## src/rtl/tmon_sched_pkg.sv

```systemverilog
// Shared definitions for the tmon request scheduler: master opcodes, scheduler
// states and default sizing constants.
package tmon_sched_pkg;

   localparam int OP_W            = 2;
   localparam int DEF_NREQ        = 3;
   localparam int DEF_POLL_PERIOD = 8;
   localparam int DEF_TIMEOUT     = 16;

   typedef enum logic [OP_W-1:0] {
      NOOP     = 2'd0,
      GET_TEMP = 2'd1,
      SET_HI   = 2'd2,
      SET_LO   = 2'd3
   } tmon_op_e;

   typedef enum logic [1:0] {
      S_IDLE,
      S_ISSUE,
      S_WAIT,
      S_RESP
   } sched_st_e;

endpackage

```

## src/rtl/tmon_sched_arb.sv

```systemverilog
// Round-robin arbiter: picks the first asserted request searching upward from
// ptr_i and wrapping at N.
module tmon_rr_arb #(
   parameter int N = 4,
   localparam int IW = (N > 1) ? $clog2(N) : 1
) (
   input  logic [N-1:0]  req_i,
   input  logic [IW-1:0] ptr_i,
   output logic [IW-1:0] gnt_o,
   output logic          any_o
);

   logic [IW-1:0] idx;

   // Walk the search order backwards so the candidate closest to ptr_i is written last.
   always_comb begin
      gnt_o = '0;
      any_o = 1'b0;
      idx   = '0;
      for (int k = N - 1; k >= 0; k--) begin
         idx = IW'((int'(ptr_i) + k) % N);
         if (req_i[idx]) begin
            gnt_o = idx;
            any_o = 1'b1;
         end
      end
   end

endmodule

```

## src/rtl/tmon_sched.sv

```systemverilog
// Scheduler sharing the tmon_master request port between NREQ hosts and an
// internal temperature poll, one outstanding transaction with a Done timeout.
module tmon_sched
   import tmon_sched_pkg::*;
#(
   parameter int NREQ        = DEF_NREQ,
   parameter int POLL_PERIOD = DEF_POLL_PERIOD,
   parameter int TIMEOUT     = DEF_TIMEOUT
) (
   input  logic                 clk_i,
   input  logic                 rst_i,
   input  logic [NREQ-1:0]      req_valid_i,
   input  logic [NREQ*OP_W-1:0] req_op_i,
   input  logic [NREQ*8-1:0]    req_data_i,
   output logic [NREQ-1:0]      req_ready_o,
   output logic [NREQ-1:0]      rsp_valid_o,
   output logic [7:0]           rsp_data_o,
   output logic                 rsp_err_o,
   output logic [OP_W-1:0]      request_o,
   output logic [7:0]           reqData_o,
   input  logic                 Done_i,
   input  logic [7:0]           mstData_i,
   output logic [7:0]           last_temp_o,
   output logic                 temp_valid_o
);

   localparam int NS = NREQ + 1;
   localparam int IW = $clog2(NS);
   localparam int TW = $clog2(TIMEOUT + 1);
   localparam int PW = (POLL_PERIOD > 0) ? $clog2(POLL_PERIOD + 1) : 1;
   localparam logic [PW-1:0] POLL_LAST = PW'((POLL_PERIOD > 0) ? POLL_PERIOD - 1 : 0);
   localparam logic [TW-1:0] TO_LAST   = TW'(TIMEOUT - 1);
   localparam logic [IW-1:0] POLL_SLOT = IW'(NREQ);

   sched_st_e     state_q;
   logic [IW-1:0] winner_q, rrPtr_q;
   tmon_op_e      op_q, request_q;
   logic [7:0]    data_q, capData_q, reqData_q, rspData_q, lastTemp_q;
   logic          capErr_q, rspErr_q, tempValid_q, pollPend_q;
   logic [TW-1:0] tmoCnt_q;
   logic [PW-1:0] pollCnt_q;
   logic [NREQ-1:0] reqReady_q, rspValid_q;

   logic [NS-1:0] cand_d;
   logic [IW-1:0] gnt_d, rrNext_d;
   logic          any_d, pollTake_d;
   tmon_op_e      opSel_d;
   logic [7:0]    dataSel_d;

   // NOOP requests never compete; the poll source sits in the extra top slot.
   always_comb begin
      cand_d = '0;
      for (int i = 0; i < NREQ; i++) begin
         cand_d[i] = req_valid_i[i] && (req_op_i[i*OP_W +: OP_W] != NOOP);
      end
      cand_d[NREQ] = pollPend_q;
   end

   tmon_rr_arb #(.N(NS)) uArb (
      .req_i (cand_d),
      .ptr_i (rrPtr_q),
      .gnt_o (gnt_d),
      .any_o (any_d)
   );

   always_comb begin
      opSel_d   = GET_TEMP;
      dataSel_d = '0;
      for (int i = 0; i < NREQ; i++) begin
         if (gnt_d == IW'(i)) begin
            opSel_d   = tmon_op_e'(req_op_i[i*OP_W +: OP_W]);
            dataSel_d = req_data_i[i*8 +: 8];
         end
      end
      rrNext_d   = (gnt_d == POLL_SLOT) ? '0 : gnt_d + IW'(1);
      pollTake_d = (state_q == S_ISSUE) && (winner_q == POLL_SLOT);
   end

   // A wrap coinciding with the poll being taken keeps the request pending.
   always_ff @(posedge clk_i) begin
      if (rst_i) begin
         pollCnt_q  <= '0;
         pollPend_q <= 1'b0;
      end else if (POLL_PERIOD > 0) begin
         if (pollCnt_q == POLL_LAST) begin
            pollCnt_q  <= '0;
            pollPend_q <= 1'b1;
         end else begin
            pollCnt_q <= pollCnt_q + PW'(1);
            if (pollTake_d) begin
               pollPend_q <= 1'b0;
            end
         end
      end
   end

   always_ff @(posedge clk_i) begin
      if (rst_i) begin
         state_q     <= S_IDLE;
         winner_q    <= '0;
         rrPtr_q     <= '0;
         op_q        <= NOOP;
         data_q      <= '0;
         tmoCnt_q    <= '0;
         capData_q   <= '0;
         capErr_q    <= 1'b0;
         reqReady_q  <= '0;
         rspValid_q  <= '0;
         rspData_q   <= '0;
         rspErr_q    <= 1'b0;
         request_q   <= NOOP;
         reqData_q   <= '0;
         lastTemp_q  <= '0;
         tempValid_q <= 1'b0;
      end else begin
         reqReady_q <= '0;
         rspValid_q <= '0;
         request_q  <= NOOP;
         reqData_q  <= '0;
         case (state_q)
            S_IDLE: begin
               if (any_d) begin
                  winner_q <= gnt_d;
                  op_q     <= opSel_d;
                  data_q   <= dataSel_d;
                  rrPtr_q  <= rrNext_d;
                  state_q  <= S_ISSUE;
               end
            end
            S_ISSUE: begin
               request_q <= op_q;
               reqData_q <= data_q;
               for (int i = 0; i < NREQ; i++) begin
                  if (winner_q == IW'(i)) begin
                     reqReady_q[i] <= 1'b1;
                  end
               end
               tmoCnt_q <= '0;
               state_q  <= S_WAIT;
            end
            // Done is checked first so it wins over a timeout in the same cycle.
            S_WAIT: begin
               if (Done_i) begin
                  capData_q <= mstData_i;
                  capErr_q  <= 1'b0;
                  state_q   <= S_RESP;
               end else if (tmoCnt_q == TO_LAST) begin
                  capData_q <= '0;
                  capErr_q  <= 1'b1;
                  state_q   <= S_RESP;
               end else begin
                  tmoCnt_q <= tmoCnt_q + TW'(1);
               end
            end
            S_RESP: begin
               if (winner_q == POLL_SLOT) begin
                  if (!capErr_q) begin
                     lastTemp_q  <= capData_q;
                     tempValid_q <= 1'b1;
                  end
               end else begin
                  for (int i = 0; i < NREQ; i++) begin
                     if (winner_q == IW'(i)) begin
                        rspValid_q[i] <= 1'b1;
                     end
                  end
                  rspData_q <= capData_q;
                  rspErr_q  <= capErr_q;
               end
               state_q <= S_IDLE;
            end
            default: state_q <= S_IDLE;
         endcase
      end
   end

   assign req_ready_o  = reqReady_q;
   assign rsp_valid_o  = rspValid_q;
   assign rsp_data_o   = rspData_q;
   assign rsp_err_o    = rspErr_q;
   assign request_o    = request_q;
   assign reqData_o    = reqData_q;
   assign last_temp_o  = lastTemp_q;
   assign temp_valid_o = tempValid_q;

endmodule
```

## config.mk

```make
export PLATFORM = sky130hd
export DESIGN_NAME = tmon_sched
export DESIGN_NICKNAME = d
export VERILOG_FILES = /design/src/rtl/tmon_sched_pkg.sv /design/src/rtl/tmon_sched_arb.sv /design/src/rtl/tmon_sched.sv
export SDC_FILE = /design/constraint.sdc
export NUM_CORES = 1
export LEC_CHECK = 0
export CAP_MARGIN = 20
export CORE_UTILIZATION = 48
export DETAILED_ROUTE_END_ITERATION = 8
export GPL_TIMING_DRIVEN = 1
export PLACE_DENSITY = 0.85
export SLEW_MARGIN = 10
export SYNTH_ARGS = -nofsm -noshare
export SYNTH_HDL_FRONTEND = slang
export SYNTH_SLANG_ARGS = --single-unit
```

## constraint.sdc

```tcl
create_clock -name clk_i -period 2.8 [get_ports clk_i]
set_clock_uncertainty 0.15 [all_clocks]
set_input_delay 0.28 -clock clk_i [delete_from_list [all_inputs] [get_ports clk_i]]
set_output_delay 0.28 -clock clk_i [all_outputs]
set_load 0.02 [all_outputs]
```

==> impl_metrics.json <==
{
  "cts_repair_resize_count": 0,
  "placed_area_sq_um": 3750,
  "gp_congestion": 0.888,
  "cap_violations": 0,
  "synth.distinct_cells": 41,
  "initial_core_util": 0.496,
  "cts_sinks": 69,
  "via_per_inst": 5.27,
  "clockBufferDepth": 2,
  "ys_ff_latch": 69,
  "setup_viol": 0,
  "top_level_ports": 78,
  "syn_area_sq_um": 2920,
  "p_leak_nw": 1.43,
  "stdcell_count": 504,
  "synth_edf_count": 0,
  "end_kind": "flop",
  "fmax_ghz": 0.398,
  "synth_top_flop_cell": "dfxtp_1",
  "rrSetupSlack_ns": 0.47,
  "ir_drop_mv": 0.402,
  "ys_seq_area_frac": 0.473,
  "grt_pass1_vias": 2534,
  "async_flop_share": 0,
  "p_per_area_nw_per_um2": 676,
  "grt_overflow": 0,
  "dieArea_sq_um": 6400,
  "avgSynthCellArea_sq_um": 8.39,
  "synth.yosys.warnings": 0,
  "wl_per_cell_microns": 13.8,
  "final_nets": 479,
  "drtPass1Iterations": 6,
  "cp.arrival_ns": 2.63,
  "ant_nets": 0,
  "dp_cells": 488,
  "worstPathMaxFanout": 5,
  "rr_startpoint": "rrPtr_q[0]$_SDFFE_PP0P_",
  "criticalPathCategory": "in -> reg",
  "insertion_delay_ns": 0.34,
  "crit_path_start_kind": "input port",
  "grt-busiest-layer": "met2",
  "antenna_cells": 0,
  "rsz0062_at_grt": "no",
  "fp.dieH_microns": 80,
  "antenna_found_initial": 0,
  "final_cell_mix": "clkdlybuf4s50_1 (76), nand2_1 (73), dfxtp_1 (69)",
  "dp_hpwl_microns": 5170,
  "met2_usage": 0.410,
  "grtUsageMet3": 0.0423,
  "hold_start": "rst_i",
  "drive_above_1_share": 0.0653,
  "hold_class": "in -> reg",
  "hold_viol": 0,
  "grt_pass1_wl_microns": 11300,
  "hold_buffers": 0,
  "syn_inst": 348,
  "rows": 28,
  "num_vias": 2656,
  "grtUsageMet1": 0.270,
  "clock-root-buffer": "clkbuf_8",
  "slew_viol_final": 0,
  "fin_tns_setup_ns": 0,
  "required_ns": 2.92,
  "tightest_slew_ns": 0.730,
  "slew-limit-headroom": 0.512,
  "clk_pin_slew_ns": 0.07,
  "fin_area_sq_um": 3950,
  "violations": "design-rule violations",
  "routed_wl_microns": 6960,
  "status": "finished with violations",
  "die_w_microns": 80,
  "grt_max_degree": 30,
  "cts_buffers": 9,
  "core_area_sq_um": 5890,
  "final_common_cell": "clkdlybuf4s50_1",
  "cts.htree.levels": 3,
  "port_buffers": 77,
  "syn_nets": 403,
  "min_period_ns": 2.51,
  "area_growth_syn_to_layout_pct": 35.4,
  "track_usage": 0.231,
  "drt_iter0_drc": 107,
  "drc": 2,
  "cts_setup_buffers": 0,
  "min_period_over_period": 0.896,
  "tritoncts": "built",
  "crit_start": "req_op_i[0]"
}
[kinds of logic after synthesis]
| group | synth area share |
|---|---|
| adder cells (fa/ha/maj) | 0.0471 |
| AO/OA/AOI/OAI | 0.183 |
| flip-flops | 0.473 |
| multiplexers | 0.00686 |
| AND/OR/NAND/NOR | 0.255 |
| XOR/XNOR | 0.00300 |
| buffers and inverters | 0.0326 |
[layer usage]
layer,share of wire,vias up
met5,0,-
met4,0.018,0
met3,0.033,14
met2,0.51,56
met1,0.44,1237
li1,-,1349
[synthesized netlist by cell type, drive strengths merged, types with 3 or more instances]
cell | count | area, sq um
a211oi | 3 | 22.5
nor2b | 3 | 18.8
nor3 | 7 | 35.0
a21oi | 38 | 190
dfxtp | 69 | 1380
nand2 | 73 | 274
inv | 7 | 26.3
o211ai | 3 | 22.5
nand2b | 8 | 50.1
nor2 | 32 | 120
o21a | 3 | 30.0
ha | 11 | 138
o21ai | 16 | 80.1
and2 | 15 | 93.8
nand3 | 5 | 30.0
nor4 | 3 | 31.3
buf | 6 | 27.5
a22oi | 13 | 97.6
clkbuf | 11 | 41.3
[path summary, 6_finish.rpt]
path / endpoint / cells past startpoint
worst max-delay path: data_q[4]$_SDFFE_PP0P_ / 10
worst min-delay path: state_q[1]$_SDFFE_PP0P_ / 2
worst max register to register: data_q[4]$_SDFFE_PP0P_ / 8
worst min register to register: pollCnt_q[0]$_SDFF_PP0_ / 1
[state kept, by name (all words and copies together) (netlist names), 2 cells and up]
name / flops
state_q: 2
pollCnt_q: 4
capData_q: 8
data_q: 8
last_temp_o: 8
request_o: 2
rsp_data_o: 8
tmoCnt_q: 5
rsp_valid_o: 3
op_q: 2
winner_q: 2
reqData_o: 8
req_ready_o: 3
rrPtr_q: 2
[cell type report]
| class | instances | area [sq um] |
|---|---|---|
| multi-input cells | 255 | 1450 |
| inverters | 7 | 26.3 |
| flip-flops and latches | 69 | 1380 |
| clock buffers | 13 | 159 |
| fillers | 458 | 1930 |
| repair buffers | 82 | 803 |
| well taps | 75 | 93.8 |
| clock inverters | 3 | 43.8 |
[through the flow]
| step | worst slack [ns] | power, mW | hold WS (ns) | utilization |
|---|---|---|---|---|
| 2_1_floorplan | 0.702 | 1.66 | 0.277 | - |
| 3_3_place_gp | 0.0311 | 1.85 | 0.286 | 0.637 |
| 6_report | 0.291 | 2.67 | 0.275 | 0.672 |
| 4_1_cts | 0.242 | 2.68 | 0.265 | 0.671 |
| 5_1_grt | 0.0575 | 2.83 | 0.317 | 0.672 |
| 3_5_place_dp | -0.114 | 1.87 | 0.290 | 0.637 |
[worst max-delay path, stage by stage]
cell and delay [ns]:
clkdlybuf4s50_1 0.45, o21ai_1 0.33, o21ai_0 0.13, a221o_1 0.40
ha_1 0.25, nor2b_1 0.30, a22oi_1 0.11, o21ai_0 0.17
nand2_1 0.07, a21oi_1 0.14
[power by group]
group	switching, mW	total [mW]	internal (mW)
Sequential	0.0833	1.17	1.09
Clock	0.359	0.821	0.461
Combinational	0.382	0.684	0.302
Power figures use the tool's default switching activity.
